[config.mk]
export PLATFORM = sky130hd
export DESIGN_NAME = coreir_mem_rv_flat
export DESIGN_NICKNAME = d
export VERILOG_FILES = /design/src/rtl/coreir_mem_rv_if.sv /design/src/rtl/coreir_mem_rv.sv /design/src/flat_wrapper.sv
export SDC_FILE = /design/constraint.sdc
export NUM_CORES = 1
export LEC_CHECK = 0
export ABC_CLOCK_PERIOD_IN_PS = 2700
export CAP_MARGIN = 0
export CORE_ASPECT_RATIO = 1.5
export CORE_MARGIN = 3
export CORE_UTILIZATION = 30
export CTS_CLUSTER_SIZE = 40
export DETAILED_ROUTE_END_ITERATION = 8
export GPL_ROUTABILITY_DRIVEN = 0
export GPL_TIMING_DRIVEN = 1
export RECOVER_POWER = 50
export SYNTH_ARGS = -nofsm -noshare
export SYNTH_HDL_FRONTEND = slang
export SYNTH_SLANG_ARGS = --single-unit
[constraint.sdc]
create_clock -name clk -period 2.7 [get_ports clk]
set_input_delay 0.54 -clock clk [delete_from_list [all_inputs] [get_ports clk]]
set_output_delay 0.54 -clock clk [all_outputs]
set_load 0.005 [all_outputs]
[src/rtl/coreir_mem_rv_if.sv]
// -----------------------------------------------------------------------------
// coreir_mem_rv_if
// Bundles the write port and the valid/ready read request/response channels of
// coreir_mem_rv. Clock and reset are kept as plain ports on the memory itself.
//
// Signals:
//   wen, waddr, wdata, wmask       masked write port (never stalls)
//   rreq_valid, rreq_ready, raddr  read request handshake
//   rresp_valid, rresp_ready, rdata read response handshake
//
// Modports:
//   master  - producer/consumer side (drives write port, requests, resp ready)
//   slave   - memory side
// -----------------------------------------------------------------------------
interface coreir_mem_rv_if #(
    parameter int unsigned width = 16,
    parameter int unsigned depth = 16
);
    localparam int unsigned addr_w = $clog2(depth);

    logic              wen;
    logic [addr_w-1:0] waddr;
    logic [width-1:0]  wdata;
    logic [width-1:0]  wmask;

    logic              rreq_valid;
    logic              rreq_ready;
    logic [addr_w-1:0] raddr;

    logic              rresp_valid;
    logic              rresp_ready;
    logic [width-1:0]  rdata;

    modport master (
        output wen, waddr, wdata, wmask,
        output rreq_valid, raddr,
        input  rreq_ready,
        input  rresp_valid, rdata,
        output rresp_ready
    );

    modport slave (
        input  wen, waddr, wdata, wmask,
        input  rreq_valid, raddr,
        output rreq_ready,
        output rresp_valid, rdata,
        input  rresp_ready
    );
endinterface

[src/rtl/coreir_mem_rv.sv]
// -----------------------------------------------------------------------------
// coreir_mem_rv
// Single-clock memory with a masked write port and a valid/ready read port.
// Reads are accepted against a credit counter, travel through a read_latency
// stage pipeline and land in a (read_latency+1)-entry response FIFO, so a
// stalled consumer never loses data and responses stay in request order.
//
// Ports:
//   clk    - clock, everything on the rising edge
//   rst_n  - synchronous active-low reset (clears pipeline, FIFO, credits;
//            memory contents are kept)
//   bus    - coreir_mem_rv_if.slave (write port, read request, read response)
//
// Optional feature:
//   COREIR_MEM_BYPASS_EN - when defined, a read accepted on the same edge as a
//   write to the same address returns the post-write merged word; otherwise it
//   returns the pre-write word.
// -----------------------------------------------------------------------------
module coreir_mem_rv #(
    parameter int unsigned            width        = 16,
    parameter int unsigned            depth        = 16,
    parameter int unsigned            read_latency = 1,
    parameter bit                     has_init     = 1'b0,
    parameter logic [width*depth-1:0] init         = '0
) (
    input logic            clk,
    input logic            rst_n,
    coreir_mem_rv_if.slave bus
);
    localparam int unsigned addr_w = $clog2(depth);
    localparam int unsigned fifo_n = read_latency + 1;
    localparam int unsigned cnt_w  = $clog2(fifo_n + 1);
    localparam int unsigned ptr_w  = $clog2(fifo_n);

    typedef logic [width-1:0] word_t;
    typedef word_t mem_t [depth];

    function automatic mem_t init_image();
        mem_t img;
        for (int j = 0; j < depth; j++) begin
            img[j] = has_init ? init[j*width +: width] : 'x;
        end
        return img;
    endfunction

    function automatic logic [ptr_w-1:0] ptr_inc(input logic [ptr_w-1:0] p);
        return (p == ptr_w'(fifo_n - 1)) ? '0 : p + 1'b1;
    endfunction

    // NOTE: the array has no reset branch on purpose; contents survive rst_n
    // and the power-up image comes only from the declaration initialiser.
    mem_t mem_q = init_image();

    logic              rst_n_q;
    logic              accept;
    logic              pop;
    logic              push;
    word_t             merged_w;
    word_t             rd_word;

    word_t             pipe_data_q [read_latency];
    logic [read_latency-1:0] pipe_vld_q;

    word_t             fifo_q [fifo_n];
    logic [ptr_w-1:0]  wr_ptr_q, rd_ptr_q;
    logic [cnt_w-1:0]  fifo_cnt_q;
    logic [cnt_w-1:0]  cnt_q;

    // Ready looks only at registered state, so there is no path from
    // rresp_ready or rreq_valid into rreq_ready.
    assign bus.rreq_ready  = rst_n_q && (cnt_q < cnt_w'(fifo_n));
    assign bus.rresp_valid = (fifo_cnt_q != '0);
    assign bus.rdata       = bus.rresp_valid ? fifo_q[rd_ptr_q] : '0;

    assign accept = bus.rreq_valid && bus.rreq_ready;
    assign pop    = bus.rresp_valid && bus.rresp_ready;
    assign push   = pipe_vld_q[read_latency-1];

    assign merged_w = (mem_q[bus.waddr] & ~bus.wmask) | (bus.wdata & bus.wmask);

    // NOTE: every always_comb output gets a default first so no latch is inferred.
    always_comb begin
        rd_word = mem_q[bus.raddr];
`ifdef COREIR_MEM_BYPASS_EN
        if (rst_n && bus.wen && (bus.waddr == bus.raddr)) begin
            rd_word = merged_w;
        end
`endif
    end

    // NOTE: sequential state uses non-blocking assignments so every register
    // samples the pre-edge values regardless of block ordering.
    always_ff @(posedge clk) begin
        if (rst_n && bus.wen) begin
            mem_q[bus.waddr] <= merged_w;
        end
    end

    always_ff @(posedge clk) begin
        rst_n_q <= rst_n;
    end

    // Read pipeline: data path unreset, valids cleared so in-flight reads die.
    always_ff @(posedge clk) begin
        pipe_data_q[0] <= rd_word;
        for (int i = 1; i < read_latency; i++) begin
            pipe_data_q[i] <= pipe_data_q[i-1];
        end
    end

    always_ff @(posedge clk) begin
        if (!rst_n) begin
            pipe_vld_q <= '0;
        end else begin
            pipe_vld_q[0] <= accept;
            for (int i = 1; i < read_latency; i++) begin
                pipe_vld_q[i] <= pipe_vld_q[i-1];
            end
        end
    end

    // Response FIFO. Credits guarantee a push never meets a full FIFO.
    always_ff @(posedge clk) begin
        if (push) begin
            fifo_q[wr_ptr_q] <= pipe_data_q[read_latency-1];
        end
    end

    always_ff @(posedge clk) begin
        if (!rst_n) begin
            wr_ptr_q   <= '0;
            rd_ptr_q   <= '0;
            fifo_cnt_q <= '0;
            cnt_q      <= '0;
        end else begin
            if (push) wr_ptr_q <= ptr_inc(wr_ptr_q);
            if (pop)  rd_ptr_q <= ptr_inc(rd_ptr_q);

            case ({push, pop})
                2'b10:   fifo_cnt_q <= fifo_cnt_q + 1'b1;
                2'b01:   fifo_cnt_q <= fifo_cnt_q - 1'b1;
                default: fifo_cnt_q <= fifo_cnt_q;
            endcase

            // Credit covers both in-flight pipeline slots and stored responses.
            case ({accept, pop})
                2'b10:   cnt_q <= cnt_q + 1'b1;
                2'b01:   cnt_q <= cnt_q - 1'b1;
                default: cnt_q <= cnt_q;
            endcase
        end
    end
endmodule

[src/flat_wrapper.sv]
// flat-port wrapper written by rule: the top's interface ports become plain ports
module coreir_mem_rv_flat 
#(
    parameter int unsigned            width        = 16,
    parameter int unsigned            depth        = 16,
    parameter int unsigned            read_latency = 1,
    parameter bit                     has_init     = 1'b0,
    parameter logic [width*depth-1:0] init         = '0
)
  (clk, rst_n, bus_wen, bus_waddr, bus_wdata, bus_wmask, bus_rreq_valid, bus_raddr, bus_rreq_ready, bus_rresp_valid, bus_rdata, bus_rresp_ready);
  coreir_mem_rv_if #(.width(width), .depth(depth)) bus_i ();
  input logic clk;
  input logic rst_n;
  input wire logic [$bits(bus_i.wen)-1:0] bus_wen;
  input wire logic [$bits(bus_i.waddr)-1:0] bus_waddr;
  input wire logic [$bits(bus_i.wdata)-1:0] bus_wdata;
  input wire logic [$bits(bus_i.wmask)-1:0] bus_wmask;
  input wire logic [$bits(bus_i.rreq_valid)-1:0] bus_rreq_valid;
  input wire logic [$bits(bus_i.raddr)-1:0] bus_raddr;
  output wire logic [$bits(bus_i.rreq_ready)-1:0] bus_rreq_ready;
  output wire logic [$bits(bus_i.rresp_valid)-1:0] bus_rresp_valid;
  output wire logic [$bits(bus_i.rdata)-1:0] bus_rdata;
  input wire logic [$bits(bus_i.rresp_ready)-1:0] bus_rresp_ready;
  assign bus_i.wen = bus_wen;
  assign bus_i.waddr = bus_waddr;
  assign bus_i.wdata = bus_wdata;
  assign bus_i.wmask = bus_wmask;
  assign bus_i.rreq_valid = bus_rreq_valid;
  assign bus_i.raddr = bus_raddr;
  assign bus_rreq_ready = bus_i.rreq_ready;
  assign bus_rresp_valid = bus_i.rresp_valid;
  assign bus_rdata = bus_i.rdata;
  assign bus_i.rresp_ready = bus_rresp_ready;
  coreir_mem_rv #(.width(width), .depth(depth), .read_latency(read_latency), .has_init(has_init), .init(init)) u_core (.clk(clk), .rst_n(rst_n), .bus(bus_i));
endmodule
==> metrics.yaml <==
route:
  drc: 0
  drt_wl_total_um: 35990
  wl_per_cell_um: 25.11
  drtIter0Drc: 664
  first_pass_iters: 5
  vias: 7513
  drt-met1-wl_um: 13940
  met3WireLength_um: 1431
  wl_met2_um: 19750
  antenna_left: 0
  viasPerCell: 5.243
  top_layer: "met4"
global_route:
  antenna_found_initial: 0
  gr-usage-all-layers: 0.1447
  grt_max_degree: 65
  grt_pass1_wl_um: 53200
  grt_pass1_vias: 8022
  overflow: 0
pwr:
  power_mw: 10.81
  ir_drop_mv: 0.5204
  power_density_mw_per_mm2: 651.0
  total_leakage_power_nw: 5.378
place:
  io_buffers: 62
  numPlacedInstances: 1379
  hpwlAfterDp_um: 24030
  pre_cts_slack_ns: -0.05950
synth:
  async_reset_ff_frac: 0
  synth_area_mm2: 0.01387
  synth.avg_cell_area_um2: 20.08
  yosysUniqueCellTypes: 35
  synth_fp_nets: 738
  synthCells: 691
  synth_edf_count: 288
  synth-seq-cells: 313
  synthFlopType: "edfxtp_1"
  synth_warnings: 0
  synth_seq_area_share: 0.6594
clock_tree:
  clock-sinks: 313
  cts_hold_buf: 0
  clk_pin_slew_ns: 0.06
  h-tree-depth: 1
  cts_max_path_buffers: 3
  clock_latency_ns: 0.57
  cts_resized: 0
  cts_buffers: 29
  root_buffer: "clkbuf_16"
  cts_tree: "done"
  cts_setup_buffers: 0
timing:
  rsz0062_at_grt: "no"
  drv_slew: 0
  hold_viol: 0
  relSlewSlack: 0.1147
  setup_viol: 0
  finClkSkew_ns: 0.01882
  worst_slew_pin_slew_ns: 1.328
  timing.final.crit_share: 0.9321
  fmax_ghz: 0.3973
  fin_ws_ns: 0.1833
  period_minus_slack_ns: 2.517
setup_path:
  cp.required_ns: 2.89
  rrSetupSlack_ns: 1.03
  crit_type: "input port to register"
  rr_worst_depth: 4
  critPathCaptureType: "register"
  slowest_delay_ns: 0.54
  r2r_start: "u_core.mem_q[5][5]"
  cp_max_fo: 12
  cp_data_arrival_time_ns: 2.70
  slowest_stage: "clkbuf_2"
  start_kind: "input port"
  r2r_end: "u_core.mem_q[14][5]"
  worstPathCellList: "dlygate4sd3_1, clkbuf_1, nand2_1, or3_1, nor2_1, clkbuf_2"
floorplan:
  die_h_um: 269.4
  start_util: 0.3064
  dieArea_mm2: 0.04892
  fp.dieW_um: 181.6
  core_mm2: 0.04529
  ios: 63
  rows: 95
final_layout:
  fin_cells: 1433
  drive_gt1_frac: 0.2902
  antenna_cells: 0
  num-fill-cells: 4157
  areaGrowthSynthToFinish_pct: 19.73
  nNetsFinal: 875
worst_hold_path:
  hold_class: "register to register"
  min_from: "u_core.pipe_data_q[0][15]"
  whs_path_depth: 0
  min_to: "u_core.fifo_q[0][15]"
flow_run:
  cap_viol_max_count: 0
run_status:
  status: "completed"
-- worst max-delay path: cells and delay by family --
kind	cells	cell delay, ns
simple gates	3	0.71
buf+inv	3	1.43
-- power by group --
group | switching, mW | leakage, nW | total, mW | internal [mW]
Clock | 1.77 | 0.486 | 4.21 | 2.44
Sequential | 0.0462 | 2.80 | 5.50 | 5.46
Combinational | 0.550 | 2.09 | 1.11 | 0.556
-- stage by stage --
step | setup TNS [ns] | instance area [µm²] | hold WS (ns) | utilization
after floorplan | 0 | 13890 | 0.4037 | -
after global placement | -0.1529 | 15900 | 0.4069 | 0.3511
after detailed placement | -1.609 | 15900 | 0.4140 | 0.3511
after CTS | 0 | 16890 | 0.4247 | 0.3729
after global routing | 0 | 16610 | 0.4228 | 0.3668
final | 0 | 16610 | 0.4198 | 0.3668
-- placed cells by master (no fill, tap or decap), types with 21 or more instances in the layout --
cell,synthesis,routed
mux4_1,39,39
clkbuf_16,0,33
mux4_2,89,89
dfxtp_1,25,25
nor2_1,37,35
clkbuf_1,13,22
mux2_2,32,32
clkbuf_2,1,21
clkdlybuf4s50_1,0,57
edfxtp_1,288,288
buf_4,1,47
-- routing by layer --
layer | GRT usage | vias up
met5 | 0 | -
met4 | 0.03952 | 0
met3 | 0.01847 | 43
met1 | 0.1759 | 4019
met2 | 0.2683 | 210
li1 | - | 3241
-- registers in the layout, summed over array words and instances (netlist names), named ones only --
name and count:
u_core.fifo_q 32, u_core.pipe_data_q 16, u_core.cnt_q 2, u_core.rd_ptr_q 1
u_core.mem_q 256, u_core.fifo_cnt_q 2, u_core.pipe_vld_q 1, u_core.wr_ptr_q 1
u_core.rst_n_q 1
-- layout make-up --
| class | instances | area, µm² | area share |
|---|---|---|---|
| repair buffers | 150 | 1261 | 0.07592 |
| flip-flops and latches | 313 | 9149 | 0.5507 |
| well taps | 582 | 728.2 | 0.04384 |
| clock buffers | 42 | 869.6 | 0.05235 |
| multi-input cells | 326 | 4457 | 0.2683 |
| inverters | 8 | 30.03 | 0.001808 |
| clock inverters | 12 | 117.6 | 0.007080 |
-- cells in the mapped netlist (3+ instances only) --
cell / n / area [µm²]
xor2_1: 3 / 26.28
dfxtp_1: 25 / 500.5
nor3_1: 4 / 20.02
inv_1: 8 / 30.03
or3_1: 3 / 18.77
edfxtp_1: 288 / 8648
a31oi_1: 12 / 75.07
clkbuf_1: 13 / 48.80
mux4_2: 89 / 2004
xnor2_1: 3 / 26.28
nor2_1: 37 / 138.9
nand2_1: 19 / 71.32
o21ai_0: 3 / 15.01
mux2_2: 32 / 360.4
a22oi_1: 16 / 120.1
buf_1: 11 / 41.29
a221oi_1: 16 / 140.1
mux4_1: 39 / 1025
nor2b_1: 15 / 93.84
mux2i_1: 16 / 160.2
buf_6: 5 / 56.30
buf_2: 11 / 55.05
a32oi_1: 4 / 35.03
-- worst max path at each step --
stage | from | endpoint | slack (ns) | depth (start not counted)
6_report | rst_n | u_core.mem_q[4][2] | 0.18 | 6
5_1_grt | register | bus_rdata[1] | 0.07 | 4
4_1_cts | register | bus_rdata[1] | 0.11 | 4
3_5_place_dp | bus_waddr[0] | u_core.mem_q[4][5] | -0.06 | 5
3_3_place_gp | bus_waddr[0] | u_core.mem_q[0][12] | -0.01 | 5
2_1_floorplan | bus_waddr[1] | u_core.mem_q[12][0] | 0.25 | 4
-- logic make-up (layout without fill, tap and decap cells) --
family,after synthesis,in the layout,share of synthesized area
muxes,176,176,0.2558
buffers and inverters,52,212,0.02011
adders and majority gates,2,2,0.001803
DFF,313,313,0.6594
xor gates and xnor gates,6,6,0.003788
and+or+nand+nor,89,89,0.03057
AOI/OAI and AO/OA,53,53,0.02850
(Power assumes the default switching activity.)
